### config.mk
export PLATFORM = sky130hd
export DESIGN_NAME = sccb_target
export DESIGN_NICKNAME = d
export VERILOG_FILES = /design/src/rtl/sccb_target_pkg.sv /design/src/rtl/sccb_line_sync.sv /design/src/rtl/sccb_target.sv
export SDC_FILE = /design/constraint.sdc
export NUM_CORES = 1
export LEC_CHECK = 0
export CAP_MARGIN = 10
export CORE_UTILIZATION = 24
export CTS_BUF_LIST = sky130_fd_sc_hd__clkbuf_2 sky130_fd_sc_hd__clkbuf_4 sky130_fd_sc_hd__clkbuf_8
export CTS_CLUSTER_SIZE = 8
export DETAILED_ROUTE_END_ITERATION = 6
export PLACE_DENSITY_LB_ADDON = 0.15
export SKIP_CTS_REPAIR_TIMING = 1
export SLEW_MARGIN = 20
export SYNTH_ARGS = -nofsm -noshare
export SYNTH_HDL_FRONTEND = slang
export SYNTH_HIERARCHICAL = 1
export SYNTH_SLANG_ARGS = --single-unit
### constraint.sdc
create_clock -name CLK -period 2.6 [get_ports CLK]
set_clock_uncertainty 0.1 [all_clocks]
set_input_delay 0.78 -clock CLK [delete_from_list [all_inputs] [get_ports CLK]]
set_output_delay 0.78 -clock CLK [all_outputs]
set_load 0.02 [all_outputs]
### src/rtl/sccb_target_pkg.sv
// rtl/sccb_target_pkg.sv - shared SCCB responder constants, state codes and ID match helper
package sccb_target_pkg;

   localparam logic [7:0] SCCB_ID_OV7670 = 8'h42;
   localparam logic [3:0] PHASE_BITS     = 4'd9;

   localparam logic [3:0] ST_IDLE     = 4'd0;
   localparam logic [3:0] ST_ID       = 4'd1;
   localparam logic [3:0] ST_ID_ACK   = 4'd2;
   localparam logic [3:0] ST_SUB      = 4'd3;
   localparam logic [3:0] ST_SUB_ACK  = 4'd4;
   localparam logic [3:0] ST_DATA     = 4'd5;
   localparam logic [3:0] ST_DATA_ACK = 4'd6;
   localparam logic [3:0] ST_RD_DATA  = 4'd7;
   localparam logic [3:0] ST_RD_NA    = 4'd8;
   localparam logic [3:0] ST_IGNORE   = 4'd9;

   // The R/W bit (bit 0) never takes part in address matching.
   function automatic logic id_match(input logic [7:0] rx_id, input logic [7:0] dev_id);
      return (rx_id | 8'h01) == (dev_id | 8'h01);
   endfunction

endpackage

### src/rtl/sccb_line_sync.sv
// rtl/sccb_line_sync.sv - 2-FF synchronizer with rise/fall detect for one SCCB line
module sccb_line_sync (
   input  logic CLK,
   input  logic RST,
   input  logic i_line,
   output logic o_level,
   output logic o_rise,
   output logic o_fall
);

   logic [2:0] r_pipe;

   // Preset high so an idle bus produces no edge when reset is released.
   always_ff @(posedge CLK or negedge RST) begin
      if (!RST) begin
         r_pipe <= 3'b111;
      end else begin
         r_pipe <= {r_pipe[1:0], i_line};
      end
   end

   assign o_level = r_pipe[1];
   assign o_rise  = r_pipe[1] & ~r_pipe[2];
   assign o_fall  = ~r_pipe[1] & r_pipe[2];

endmodule

### src/rtl/sccb_target.sv
// rtl/sccb_target.sv - SCCB responder: decodes 3-phase writes and 2-phase reads
module sccb_target
   import sccb_target_pkg::*;
#(
   parameter logic [7:0] DeviceID = SCCB_ID_OV7670,
   parameter bit         DriveAck = 1'b1
) (
   input  logic       CLK,
   input  logic       RST,
   input  logic       i_sio_c,
   input  logic       i_sio_d,
   output logic       o_sio_d_oe,
   output logic [7:0] o_sub_addr,
   output logic [7:0] o_wr_data,
   output logic       o_wr_valid,
   input  logic [7:0] i_rd_data,
   output logic       o_busy
);

   logic       w_c_level;
   logic       w_c_rise;
   logic       w_c_fall;
   logic       w_d_level;
   logic       w_d_rise;
   logic       w_d_fall;
   logic       w_start;
   logic       w_stop;
   logic [7:0] w_shift_in;

   logic [3:0] r_state;
   logic [3:0] r_bit_cnt;
   logic [7:0] r_shift;
   logic       r_rw;
   logic       r_oe;
   logic       r_busy;
   logic [7:0] r_sub_addr;
   logic [7:0] r_wr_data;
   logic       r_wr_pend;
   logic       r_wr_valid;

   sccb_line_sync u_sync_c (
      .CLK     (CLK),
      .RST     (RST),
      .i_line  (i_sio_c),
      .o_level (w_c_level),
      .o_rise  (w_c_rise),
      .o_fall  (w_c_fall)
   );

   sccb_line_sync u_sync_d (
      .CLK     (CLK),
      .RST     (RST),
      .i_line  (i_sio_d),
      .o_level (w_d_level),
      .o_rise  (w_d_rise),
      .o_fall  (w_d_fall)
   );

   assign w_start    = w_d_fall & w_c_level;
   assign w_stop     = w_d_rise & w_c_level;
   assign w_shift_in = {r_shift[6:0], w_d_level};

   always_ff @(posedge CLK or negedge RST) begin
      if (!RST) begin
         r_state    <= ST_IDLE;
         r_bit_cnt  <= 4'd0;
         r_shift    <= 8'd0;
         r_rw       <= 1'b0;
         r_oe       <= 1'b0;
         r_busy     <= 1'b0;
         r_sub_addr <= 8'd0;
         r_wr_data  <= 8'd0;
         r_wr_pend  <= 1'b0;
         r_wr_valid <= 1'b0;
      end else begin
         // The strobe pipeline sits outside the FSM priority chain so a START cannot swallow it.
         r_wr_pend  <= 1'b0;
         r_wr_valid <= r_wr_pend;
         if (w_stop) begin
            r_state   <= ST_IDLE;
            r_bit_cnt <= 4'd0;
            r_oe      <= 1'b0;
            r_busy    <= 1'b0;
         end else if (w_start) begin
            r_state   <= ST_ID;
            r_bit_cnt <= 4'd0;
            r_oe      <= 1'b0;
         end else if (w_c_rise) begin
            case (r_state)
               ST_ID: begin
                  r_shift   <= w_shift_in;
                  r_bit_cnt <= r_bit_cnt + 4'd1;
                  if (r_bit_cnt == 4'd7) begin
                     if (id_match(w_shift_in, DeviceID)) begin
                        r_state <= ST_ID_ACK;
                        r_busy  <= 1'b1;
                        r_rw    <= w_d_level;
                     end else begin
                        r_state <= ST_IGNORE;
                     end
                  end
               end
               ST_SUB: begin
                  r_shift   <= w_shift_in;
                  r_bit_cnt <= r_bit_cnt + 4'd1;
                  if (r_bit_cnt == 4'd7) begin
                     r_sub_addr <= w_shift_in;
                     r_state    <= ST_SUB_ACK;
                  end
               end
               ST_DATA: begin
                  r_shift   <= w_shift_in;
                  r_bit_cnt <= r_bit_cnt + 4'd1;
                  if (r_bit_cnt == 4'd7) begin
                     r_wr_data <= w_shift_in;
                     r_wr_pend <= 1'b1;
                     r_state   <= ST_DATA_ACK;
                  end
               end
               ST_ID_ACK, ST_SUB_ACK, ST_DATA_ACK: begin
                  r_bit_cnt <= r_bit_cnt + 4'd1;
               end
               ST_RD_DATA: begin
                  // Rotate so the next bit to drive is always at bit 7.
                  r_shift   <= {r_shift[6:0], r_shift[7]};
                  r_bit_cnt <= r_bit_cnt + 4'd1;
                  if (r_bit_cnt == 4'd7) begin
                     r_state <= ST_RD_NA;
                  end
               end
               ST_RD_NA: begin
                  r_state <= ST_IGNORE;
               end
               default: begin
               end
            endcase
         end else if (w_c_fall) begin
            case (r_state)
               ST_ID_ACK, ST_SUB_ACK, ST_DATA_ACK: begin
                  if (r_bit_cnt == PHASE_BITS - 4'd1) begin
                     r_oe <= DriveAck;
                  end else if (r_bit_cnt == PHASE_BITS) begin
                     r_oe      <= 1'b0;
                     r_bit_cnt <= 4'd0;
                     if (r_state == ST_SUB_ACK) begin
                        r_state <= ST_DATA;
                     end else if (r_state == ST_DATA_ACK) begin
                        r_state <= ST_IGNORE;
                     end else if (r_rw) begin
                        r_state <= ST_RD_DATA;
                        r_shift <= i_rd_data;
                        r_oe    <= ~i_rd_data[7];
                     end else begin
                        r_state <= ST_SUB;
                     end
                  end
               end
               ST_RD_DATA: begin
                  r_oe <= ~r_shift[7];
               end
               ST_RD_NA, ST_IGNORE: begin
                  r_oe <= 1'b0;
               end
               default: begin
               end
            endcase
         end
      end
   end

   assign o_sio_d_oe = r_oe;
   assign o_sub_addr = r_sub_addr;
   assign o_wr_data  = r_wr_data;
   assign o_wr_valid = r_wr_valid;
   assign o_busy     = r_busy;

endmodule

==> results of run 1 <==
worst max-delay path, delay by kind of cell, from the launching register on:
kind                   cells  cell delay (ps)
DFF                        1              580
buffers and inverters      1              200
muxes                      1              330
and+or+nand+nor            3              780
AOI/OAI and AO/OA          1              180
power breakdown:
group / switching, mW / internal, mW / total (mW)
logic: 0.138 / 0.127 / 0.265
clock network: 0.245 / 0.200 / 0.445
registers: 0.0864 / 0.737 / 0.823
cell type report:
cell class                 instances  area [sq um]
clock buffer                       6          76.3
fill                             920          6000
inverter                           5          18.8
clock inverter                     2          13.8
multi-input combinational        126           970
timing repair buffer              40           383
tap                              108           135
sequential                        43          1080
flip-flops by register name, summed over array words and instances (netlist names):
| signal | cells |
|---|---|
| o_busy | 1 |
| o_sio_d_oe | 1 |
| o_sub_addr | 8 |
| o_wr_data | 8 |
| o_wr_valid | 1 |
| r_bit_cnt | 4 |
| r_rw | 1 |
| r_shift | 8 |
| r_state | 4 |
| r_wr_pend | 1 |
| u_sync_c/r_pipe | 3 |
| u_sync_d/r_pipe | 3 |
synthesized netlist by cell type (3+ instances only):
master     number  share of area
dfrtp_1        37           0.43
dfstp_2         6          0.074
a21oi_1        10          0.023
mux2_2         19           0.10
ha_1            3          0.018
buf_2           3         0.0070
nand3_1         5          0.012
nor2_1         17          0.030
mux2i_1        11          0.052
a21oi_2         3          0.012
and2b_2         3          0.012
o2bb2ai_1       3          0.012
nand2_1         9          0.016
nor2b_1         5          0.015
buf_6           4          0.021
inv_1           5         0.0088
xor2_1          3          0.012
final timing paths:
path                                                    from                            to  slack (ps)  depth (start not counted)
min in group asynchronous                                RST              r_rw$_DFFE_PN0P_         340                          1
worst max-delay path            u_sync_d/r_pipe[1]$_DFF_PN1_      o_wr_data[4]$_DFFE_PN0P_         330                          6
worst max register to register  u_sync_d/r_pipe[1]$_DFF_PN1_      o_wr_data[4]$_DFFE_PN0P_         330                          6
max in group asynchronous                                RST  u_sync_c/r_pipe[0]$_DFF_PN1_        1490                          2
worst min register to register  u_sync_d/r_pipe[0]$_DFF_PN1_  u_sync_d/r_pipe[1]$_DFF_PN1_         260                          0
worst min-delay path            u_sync_d/r_pipe[0]$_DFF_PN1_  u_sync_d/r_pipe[1]$_DFF_PN1_         260                          0
layer usage:
metal  vias up  track usage
met4         0       0.0478
met2        38        0.177
met3         8       0.0253
li1        738            -
met5         -            0
met1       720        0.180
through the flow:
step	utilization	hold slack, ps	instances
CTS	0.309	265	330
floorplan	-	231	182
global placement	0.298	248	322
global route	0.309	268	330
detailed placement	0.298	242	322
finish	0.309	263	330
logic make-up after synthesis:
logic type,count (synthesis),share of synthesized area
AO/OA/AOI/OAI,35,0.124
flip-flops,43,0.507
buffers and inverters,13,0.0404
XOR/XNOR,3,0.0123
AND/OR/NAND/NOR,55,0.148
multiplexers,30,0.152
adder cells (fa/ha/maj),3,0.0176
==> metrics, run 1 <==
DR DRC count=0; die area=9290 sq um; CTS root buffer=clkbuf_8; antenna violations before repair=0; RSZ-0062 raised after global routing=false; total wire length=5.03 mm; Top Metal Used=met4; number of DRC markers in iteration 0=64; metal2 WL=2.33 mm; placed inst area=2590 sq um; HPWL Detailed=3.58 mm; total grt overflow=0; pwr dens=572 nW/um^2; largest net degree at the start of global routing=23; post-synthesis register bit count=43; Clock Tree Buf Depth=2; DR WL met3=210 microns; status=finished clean; post-synthesis sequential area ratio=0.507; Gate Count Post-Synth=182; Final Max Tran Viols=0; crit path capture type=register; clock tree sinks=43; CP Launch Type=register; via count=1504; Hold Crit Class=register to register; max-cap viol count=0; Rows=34; IO buf count=30; Reg clk slew, reported paths=90 ps; total CTS buffers=5; setup violators final=0; Setup CP Type=register to register; Pleak=1.17 nW; final worst-path cycle share=0.874; Setup TNS=0 ps; netlist area before placement=2140 sq um; Placer Congestion=0.749; final antenna-violating net count=0; most frequent cells in the layout=dfrtp_1 (37), clkdlybuf4s50_1 (29), mux2_2 (19), nor2_1 (17), mux2i_1 (11); Setup WS post-layout=327 ps; I/O Pins=31; Via density=4.56; pre-CTS setup slack=335 ps; Worst Tran Pin Value=517 ps; commonest non-fill, non-tap cell in the layout=dfrtp_1; # diodes=0; Post-Syn Nets=197; CTS tree=built; vias in the first global route=1538; layout cell share with drive strength beyond 1=0.252; clock latency on the worst-skew pair=300 ps; Worst VDD drop=0.000187 V; post-synthesis cell type count=45; ys flop type=dfrtp_1; Final Hold Fails=0; critical-path cell list=and2b_2, o21ai_1, nand4_1, nor3b_1, buf_4, mux2_2; Syn. warnings=6; mean area per synthesized cell=11.7 sq um; Initial DRT Pass Iterations=4; Final min period=2270 ps; CP max stage delay=580 ps; CP max FO=7; starting density of the core=0.246; CP required=2700 ps; die width=96.4 microns; Core Box Area=8680 sq um; first-pass GRT wire length=8.41 mm; M1 WL=2.41 mm; synthesis-to-finish area growth=25.4%; Peak Freq=0.440 GHz; Critical Path AT=2370 ps; H-tree Lvls=2; GR Util All Layers=0.123; post-synthesis async set-or-reset flop share=1.00; Die Height=96.4 microns; slew margin rel.=0.655; Total Nets Final=236; post-route cell area=2680 sq um; WL per Instance=15.2 microns; total design power=1.53 mW; EDFF count, synth=0; crit path max-delay cell type=dfstp_2
Power figures use the tool's default switching activity.
==> inputs of run 2 (changes only) <==
CELL_PAD_IN_SITES_DETAIL_PLACEMENT = 0   (was default)
CELL_PAD_IN_SITES_GLOBAL_PLACEMENT = 1   (was default)
CORE_MARGIN = 1.5   (was default)
==> run 2 against run 1 <==
  * Cell count down 0.61%
  * Sequential power up 0.6%
  * Register-to-register slack better by 30 ps
  * Routed wire length up 2.7%
==> metrics, run 2 (synthesis results as in run 1) <==
total CTS buffers=5 (unchanged); synthesis-to-finish area growth=25.8%; commonest non-fill, non-tap cell in the layout=dfrtp_1; Final Hold Fails=0 (unchanged); Rows=34 (unchanged); clock latency on the worst-skew pair=300 ps (about the same); H-tree Lvls=2 (unchanged); largest net degree at the start of global routing=25 (+8.7%); via count=1493 (-0.73%); HPWL Detailed=3.71 mm (+3.6%); placed inst area=2570 sq um (-0.58%); Final min period=2240 ps (-31.9 ps); Placer Congestion=0.755 (+0.76%); vias in the first global route=1636 (+6.4%); GR Util All Layers=0.117 (-0.00623); fill count=934 (+1.5%); post-route cell area=2690 sq um (+0.33%); I/O Pins=31 (unchanged); # diodes=0 (unchanged); Final Max Tran Viols=0 (unchanged); CTS tree=built; Setup TNS=0 ps (unchanged); share of power burned in registers=0.511 (-0.026); IO buf count=30 (unchanged); dpl cells=320 (-0.62%); final non-filler cell total=328 (-0.61%); RSZ-0062 raised after global routing=false; max-cap viol count=0 (unchanged); Via density=4.55 (-0.13%); Core Box Area=8680 sq um (unchanged); status=finished clean; switching share of power=0.287 (-0.0193); Hold Crit Class=register to register; total grt overflow=0 (unchanged); WL per Instance=15.7 microns (+3.3%); Critical Path AT=2330 ps (-40 ps); Die Height=97.4 microns (+1.0%); part of the power in combinational logic=0.154 (-0.019); CP Launch Type=register; part of the power in the clock network=0.335 (+0.045); total wire length=5.17 mm (+2.7%); first-pass GRT wire length=8.91 mm (+5.9%); setup violators final=0 (unchanged); CP max stage delay=430 ps (-150 ps); crit path capture type=register; CTS root buffer=clkbuf_8; area occupied by multi-input gates=970 sq um (unchanged); crit-path most repeated cell=nand2_1; die width=97.4 microns (+1.0%); pwr dens=603 nW/um^2 (+5.3%); Peak Freq=0.446 GHz (+1.4%); number of DRC markers in iteration 0=43 (-33%); slew margin rel.=0.650 (-0.00511); layout cell share with drive strength beyond 1=0.245 (-0.00680); CP required=2690 ps (about the same); Reg clk slew, reported paths=80 ps (about the same); P_int=1.16 mW (+8.6%); Total Nets Final=234 (-0.85%); Psw=465 uW (-0.99%); Pleak=1.17 nW (-0.30%); worst hold slack=254 ps (-9.03 ps); Initial DRT Pass Iterations=4 (unchanged); Worst VDD drop=0.000204 V (+9.0%); final worst-path cycle share=0.862 (-0.0123); Setup CP Type=register to register; Clock Tree Buf Depth=2 (unchanged); starting density of the core=0.246 (unchanged); clock tree sinks=43 (unchanged); DR DRC count=0 (unchanged); antenna violations before repair=0 (unchanged); most frequent cells in the layout=dfrtp_1 (37), clkdlybuf4s50_1 (29), mux2_2 (19), nor2_1 (17), mux2i_1 (11); CP max FO=5 (-2); die area=9480 sq um (+2.1%); Worst Tran Pin Value=525 ps (+7.66 ps); FF+latch area=1080 sq um (unchanged); critical-path cell list=inv_1, ha_1, nor4bb_1, nand2_1, a2bb2oi_1, nand2_1, mux2_2; final antenna-violating net count=0 (unchanged); crit path max-delay cell type=dfrtp_1
[run 2: cell types whose count changed in the layout (fill, tap and decap cells not counted)]
cell | previous run | this run
buf_4 | 9 | 7
bufinv_16 | 0 | 1
clkinv_2 | 1 | 0
clkinv_4 | 1 | 0
clkinvlp_4 | 0 | 1
[run 2: final cells by class]
| class | instances | area share |
|---|---|---|
| multi-input combinational | 126 | 0.361 |
| clock inverter | 2 | 0.0140 |
| sequential | 43 | 0.403 |
| timing repair buffer | 38 | 0.137 |
| tap | 108 | 0.0503 |
| inverter | 5 | 0.00698 |
| clock buffer | 6 | 0.0284 |
[run 2: routing by layer]
| metal | wire [microns] | GRT usage | up-vias |
|---|---|---|---|
| met4 | 7 | 0.0330 | 0 |
| met3 | 176 | 0.0259 | 2 |
| met1 | 2500 | 0.157 | 726 |
| met5 | 0 | 0 | - |
| met2 | 2480 | 0.190 | 33 |
| li1 | - | - | 732 |
[run 2: worst paths after layout]
path | startpoint | endpoint | slack (ps) | depth (start not counted)
setup / recovery | r_bit_cnt[0]$_DFFE_PN0P_ | r_state[1]$_DFFE_PN0P_ | 360 | 7
hold / removal | r_wr_pend$_DFF_PN0_ | o_wr_valid$_DFF_PN0_ | 250 | 0
setup reg to reg | r_bit_cnt[0]$_DFFE_PN0P_ | r_state[1]$_DFFE_PN0P_ | 360 | 7
hold reg to reg | r_wr_pend$_DFF_PN0_ | o_wr_valid$_DFF_PN0_ | 250 | 0
max in group asynchronous | RST | u_sync_d/r_pipe[1]$_DFF_PN1_ | 1460 | 2
min in group asynchronous | RST | r_state[2]$_DFFE_PN0P_ | 350 | 1
[run 2: stage by stage]
| stage | total power [mW] | utilization | setup WS (ps) |
|---|---|---|---|
| 2_1_floorplan | 0.995 | - | 297 |
| 3_5_place_dp | 1.10 | 0.297 | 348 |
| 6_report | 1.62 | 0.310 | 359 |
| 4_1_cts | 1.66 | 0.310 | 330 |
| 5_1_grt | 1.72 | 0.310 | 176 |
| 3_3_place_gp | 1.10 | 0.297 | 372 |
[run 2: worst max-delay path, delay by kind of cell (launching register included)]
kind,cells,cell delay [ps]
AOI/OAI and AO/OA,1,230
adders and majority gates,1,230
buffers and inverters,1,80
DFF,1,430
muxes,1,340
and+or+nand+nor,3,730
[run 2: power groups by stage]
stage / Combinational (mW) / Sequential, mW / Clock [mW]
3_5_place_dp: 0.253 / 0.845 / 0
2_1_floorplan: 0.194 / 0.802 / 0
4_1_cts: 0.255 / 0.832 / 0.573
5_1_grt: 0.281 / 0.846 / 0.596
6_report: 0.250 / 0.828 / 0.542
3_3_place_gp: 0.255 / 0.847 / 0
